$ cat src/rtl/alu8_pkg.sv
// alu8_pkg: opcodes, flag bit positions and default width shared by the ALU stage
package alu8_pkg;
  localparam int WIDTH = 8;
  localparam logic [2:0] OP_AND = 3'd0;
  localparam logic [2:0] OP_OR  = 3'd1;
  localparam logic [2:0] OP_XOR = 3'd2;
  localparam logic [2:0] OP_NOT = 3'd3;
  localparam logic [2:0] OP_ADD = 3'd4;
  localparam logic [2:0] OP_SUB = 3'd5;
  localparam logic [2:0] OP_SHL = 3'd6;
  localparam logic [2:0] OP_SHR = 3'd7;
  localparam int FLAG_Z = 3;
  localparam int FLAG_C = 2;
  localparam int FLAG_N = 1;
  localparam int FLAG_V = 0;
endpackage

$ cat src/rtl/alu8_core.sv
// alu8_core: combinational ALU producing result and {Z,C,N,V} flags
module alu8_core import alu8_pkg::*; #(
  parameter int W = WIDTH
) (
  input  logic [W-1:0] a,
  input  logic [W-1:0] b,
  input  logic [2:0]   op,
  output logic [W-1:0] res,
  output logic [3:0]   flags
);
  logic [W:0] sum, dif;
  logic c, v;
  always_comb begin
    sum = {1'b0, a} + {1'b0, b};
    dif = {1'b0, a} - {1'b0, b};
    res = '0;
    c = 1'b0;
    v = 1'b0;
    case (op)
      OP_AND: res = a & b;
      OP_OR:  res = a | b;
      OP_XOR: res = a ^ b;
      OP_NOT: res = ~a;
      OP_ADD: begin
        res = sum[W-1:0];
        c = sum[W];
        v = (a[W-1] == b[W-1]) && (sum[W-1] != a[W-1]);
      end
      OP_SUB: begin
        res = dif[W-1:0];
        c = dif[W];
        v = (a[W-1] != b[W-1]) && (dif[W-1] != a[W-1]);
      end
      OP_SHL: begin
        res = {a[W-2:0], 1'b0};
        c = a[W-1];
      end
      default: begin
        res = {1'b0, a[W-1:1]};
        c = a[0];
      end
    endcase
    flags = '0;
    flags[FLAG_Z] = (res == '0);
    flags[FLAG_C] = c;
    flags[FLAG_N] = res[W-1];
    flags[FLAG_V] = v;
  end
endmodule

$ cat src/rtl/alu8_exec_stage.sv
// alu8_exec_stage: two-register valid/ready pipeline around alu8_core
// with a completed-operation counter.
module alu8_exec_stage import alu8_pkg::*; #(
  parameter int WIDTH = 8,
  parameter int CNT_W = 16
) (
  input  logic             clk,
  input  logic             rst_n,
  input  logic             in_valid,
  output logic             in_ready,
  input  logic [WIDTH-1:0] in_a,
  input  logic [WIDTH-1:0] in_b,
  input  logic [2:0]       in_op,
  output logic             out_valid,
  input  logic             out_ready,
  output logic [WIDTH-1:0] out_res,
  output logic [3:0]       out_flags,
  output logic [CNT_W-1:0] op_count
);
  logic             s1_valid_q, s1_valid_d, s2_valid_q, s2_valid_d;
  logic [WIDTH-1:0] s1_a_q, s1_a_d, s1_b_q, s1_b_d;
  logic [2:0]       s1_op_q, s1_op_d;
  logic [WIDTH-1:0] s2_res_q, s2_res_d, core_res;
  logic [3:0]       s2_flags_q, s2_flags_d, core_flags;
  logic [CNT_W-1:0] op_count_q, op_count_d;
  logic             s1_adv, s2_adv;
  alu8_core #(.W(WIDTH)) u_core (
    .a(s1_a_q), .b(s1_b_q), .op(s1_op_q), .res(core_res), .flags(core_flags)
  );
  // Each stage advances when it is empty or the stage after it is moving.
  always_comb begin
    s2_adv = !s2_valid_q || out_ready;
    s1_adv = !s1_valid_q || s2_adv;
    in_ready = s1_adv;
    s1_valid_d = s1_adv ? in_valid : s1_valid_q;
    s1_a_d = (s1_adv && in_valid) ? in_a : s1_a_q;
    s1_b_d = (s1_adv && in_valid) ? in_b : s1_b_q;
    s1_op_d = (s1_adv && in_valid) ? in_op : s1_op_q;
    s2_valid_d = s2_adv ? s1_valid_q : s2_valid_q;
    s2_res_d = (s2_adv && s1_valid_q) ? core_res : s2_res_q;
    s2_flags_d = (s2_adv && s1_valid_q) ? core_flags : s2_flags_q;
    op_count_d = op_count_q + CNT_W'(s2_valid_q && out_ready);
  end
  always_ff @(posedge clk or negedge rst_n) begin
    if (!rst_n) begin
      s1_valid_q <= 1'b0;
      s1_a_q <= '0;
      s1_b_q <= '0;
      s1_op_q <= '0;
      s2_valid_q <= 1'b0;
      s2_res_q <= '0;
      s2_flags_q <= '0;
      op_count_q <= '0;
    end else begin
      s1_valid_q <= s1_valid_d;
      s1_a_q <= s1_a_d;
      s1_b_q <= s1_b_d;
      s1_op_q <= s1_op_d;
      s2_valid_q <= s2_valid_d;
      s2_res_q <= s2_res_d;
      s2_flags_q <= s2_flags_d;
      op_count_q <= op_count_d;
    end
  end
  assign out_valid = s2_valid_q;
  assign out_res = s2_res_q;
  assign out_flags = s2_flags_q;
  assign op_count = op_count_q;
endmodule
$ cat config.mk
export PLATFORM = sky130hd
export DESIGN_NAME = alu8_exec_stage
export DESIGN_NICKNAME = d
export VERILOG_FILES = /design/src/rtl/alu8_pkg.sv /design/src/rtl/alu8_core.sv /design/src/rtl/alu8_exec_stage.sv
export SDC_FILE = /design/constraint.sdc
export NUM_CORES = 1
export LEC_CHECK = 0
export ABC_AREA = 1
export CAP_MARGIN = 40
export CORE_ASPECT_RATIO = 1.25
export CORE_UTILIZATION = 45
export CTS_CLUSTER_SIZE = 24
export DETAILED_ROUTE_END_ITERATION = 16
export GPL_ROUTABILITY_DRIVEN = 0
export MAX_ROUTING_LAYER = met4
export PLACE_DENSITY = 0.69
export SLEW_MARGIN = 20
export SYNTH_ARGS = -nofsm -noshare
export SYNTH_HDL_FRONTEND = slang
export SYNTH_SLANG_ARGS = --single-unit
$ cat constraint.sdc
create_clock -name clk -period 2.4 [get_ports clk]
set_input_delay 0.48 -clock clk [delete_from_list [all_inputs] [get_ports clk]]
set_output_delay 0.48 -clock clk [all_outputs]
set_load 0.03 [all_outputs]
==> impl_metrics.py <==
metrics = {
    "cells_and_area": {
        "syn2layout_area_growth_pct": 23.88,
        "multi_input_area_um2": 1848,
        "final_common_cell": "nand2_1",
        "final-seq-area_um2": 1202,
        "layout_common_cells": "nand2_1, inv_1, clkdlybuf4s50_1",
        "final_net_count": 557,
        "insertedDiodeCount": 0,
        "num-fill-cells": 646,
        "post_route_cells_drive_above_1_share": 0.09684,
    },
    "critical_path": {
        "crit_path_max_fanout": 3,
        "worst_r2r_path_depth": 14,
        "setup_slack_of_the_most_critical_reg_to_reg_path_ns": 0.15,
        "worst_setup_path_endpoint": "in_ready",
        "worstSetupPathDepth": 4,
        "timing.critical_path.buf_inv": 3,
        "cp_cell_sequence": "clkdlybuf4s50_1 -> inv_1 -> nand3_1 -> clkdlybuf4s50_1",
        "crit_path_top_delay_cell": "clkdlybuf4s50_1",
        "reg2reg_to": "out_flags[3]",
        "worstSetupStartpoint": "out_ready",
        "timing.critical_path.slowest_cell_delay_ns": 0.68,
        "critical_path.reg2reg.startpoint": "s1_a_q[0]",
        "critical_path.top_delay_family": "buffers and inverters",
        "category_of_the_critical_setup_timing_path": "primary input to output pin",
        "path_common_cell": "clkdlybuf4s50_1",
        "timing.critical_path.from_type": "primary input",
        "worst-endpoint-required_ns": 1.92,
        "timing.critical_path.to_type": "output pin",
        "crit_arrival_ns": 1.80,
    },
    "cts": {
        "numClockSinks": 48,
        "clock_tree.buffer_depth": 2,
        "clock_insertion_delay_worst_skew_ns": 0.31,
        "cts_root_buffer": "clkbuf_8",
        "cts.clk_slew.worst_paths_ns": 0.10,
        "cts_tree": "yes",
        "count_of_hold_fix_buffers_inserted_at_cts": 0,
        "numCtsBuffers": 5,
        "ctsHtreeMaxLevel": 2,
    },
    "power_and_ir_drop": {
        "intPower_mw": 2.094,
        "power.clock.fraction": 0.197,
        "power_per_cell_area_nw_per_um2": 889.7,
        "combinational_share_of_power": 0.483,
        "p_leak_nw": 2.108,
        "irDropWorstVdd_mv": 0.7662,
        "pwr-share-seq": 0.320,
        "p_sw_frac": 0.4333,
        "totalPowerFinal_mw": 3.696,
        "power.switching_mw": 1.601,
    },
    "detailed_routing": {
        "vias_per_cell": 5.161,
        "detail_route.first_pass.iterations": 5,
        "antenna_left": 0,
        "initialDrtViolationCount": 275,
        "remaining_drc_errors": 0,
        "vias": 3076,
        "wl_per_cell_um": 14.17,
        "detail_route.wirelength_um": 8444,
    },
    "synthesis": {
        "netlist_top_cells_area": "dfrtp_1, nand2_1, ha_1",
        "post-synth-top-area-fraction": 0.3582,
        "syn_nets": 495,
        "synth_area_leader_cell": "dfrtp_1",
        "synthesis.area_per_instance_um2": 7.569,
        "sequential_share_of_the_synthesized_area": 0.3582,
        "yosys.cell_types.count": 40,
        "synthesis.area_um2": 3353,
        "postSynthRegisterBits": 48,
        "postSynthCellCount": 443,
        "synthesis.yosys.warnings": 0,
    },
    "sta": {
        "timing.max_slew.rel_slack": 0.5835,
        "share_of_the_clock_period_used_by_the_worst_path": 0.9505,
        "maximum_clock_frequency_mhz": 438.3,
        "period_minus_slack_ns": 2.281,
        "post_route_setup_slack_ns": 0.1187,
        "timing.setup.tns_ns": 0,
        "setup_violations": 0,
        "rsz0062_at_grt": "false",
        "final-hold-violation-count": 0,
        "worst_clock_skew_ns": 0.004523,
        "final-max-slew-violation-count": 0,
        "worst_slew_pin_slew_ns": 0.6247,
    },
    "floorplan": {
        "num_rows": 34,
        "start_util": 0.4720,
        "core_area_um2": 7104,
        "top_level_ports": 53,
        "die_w_um": 79.21,
        "fp.dieArea_um2": 7803,
        "die_h_um": 98.51,
    },
    "placed_design": {
        "port_buffers": 52,
        "dp_hpwl_um": 6386,
        "post-place-ws_ns": -0.09744,
    },
    "global_route": {
        "antenna_violations_before_repair": 0,
        "globalRouteTotalUtil": 0.2474,
        "global_route.overflow_total": 0,
        "grt_first_pass_wirelength_um": 14860,
        "number_of_global_route_vias_before_repair": 3165,
        "maximum_number_of_pins_on_one_net_before_global_route_repair": 49,
    },
    "job": {
        "max_cap_violations": 0,
    },
    "outcome": {
        "status": "complete, no violations",
    },
    "hold_path": {
        "worstHoldPathType": "primary input to async pin",
    },
}
-- cells in the mapped netlist (all sizes together) --
cell type,number
nand2,98
inv,60
nor2,52
nand3,49
dfrtp,48
a21oi,30
ha,27
o21ai,19
xor2,13
nand4,12
nor3,8
buf,7
clkbuf,5
fa,2
nand3b,2
a21boi,1
a21o,1
a31oi,1
and2,1
and3,1
nor3b,1
o21a,1
o21bai,1
o22ai,1
or2,1
xnor2,1
-- flip-flops by register name, summed over array words and instances (netlist names) --
signal      flops
op_count       16
out_flags       4
out_res         7
out_valid       1
s1_a_q          8
s1_b_q          8
s1_op_q         3
s1_valid_q      1
-- how the worst min path moves through the flow --
stage	slack (ns)	cells after the start	startpoint	end
2_1_floorplan	0.18	0	rst_n	op_count[0]
3_3_place_gp	0.46	1	op_count[15]	op_count[15]
3_5_place_dp	0.46	1	op_count[15]	op_count[15]
4_1_cts	0.27	2	rst_n	s1_op_q[1]
5_1_grt	0.31	2	rst_n	s1_a_q[0]
6_report	0.25	2	rst_n	s1_op_q[1]
-- through the flow --
step                cell area (um^2)  hold slack (ns)  utilization  instances
floorplan                       3353           0.1844            -        443
global placement                4015           0.4607       0.5652        588
detailed placement              4015           0.4628       0.5652        588
CTS                             4153           0.2728       0.5845        596
global route                    4154           0.3130       0.5847        596
finish                          4154           0.2529       0.5847        596
-- cells by family (layout without fill, tap and decap cells) --
kind of cell | count (synthesis) | in the layout | synth area share
compound gates | 55 | 55 | 0.08807
xor+xnor | 14 | 14 | 0.03657
fa+ha+maj | 29 | 29 | 0.1127
buf+inv | 72 | 135 | 0.09067
flops | 48 | 48 | 0.3582
simple gates | 225 | 225 | 0.3138
-- repair_timing --
item / in CTS / in global routing
gates resized for setup: 0 / 1
buffers inserted: 0 / 0
endpoints found under the setup margin: 0 / 1
hold endpoints to repair: 0 / 0
-- power by group through the flow --
stage | registers (mW) | logic, mW | clock network (mW)
6_report | 1.18 | 1.78 | 0.727
5_1_grt | 1.22 | 1.97 | 0.773
4_1_cts | 1.19 | 1.78 | 0.739
3_3_place_gp | 1.20 | 1.75 | 0
3_5_place_dp | 1.20 | 1.76 | 0
2_1_floorplan | 1.44 | 0.894 | 0
-- layer usage --
metal	track usage	wire length (um)	vias up
li1	-	-	1545
met1	0.3206	3712	1387
met2	0.3833	3948	114
met3	0.03519	425	30
met4	0.1077	358	0
met5	-	0	-
-- cell type report --
cell class,count,share of cell area
Clock buffer,5,0.01657
Tap cell,90,0.02711
Sequential cell,48,0.2895
Inverter,60,0.05422
Timing Repair Buffer,67,0.1512
Multi-Input combinational cell,323,0.4449
Clock inverter,3,0.01657
Note: power is estimated with default switching activity, not from simulation.
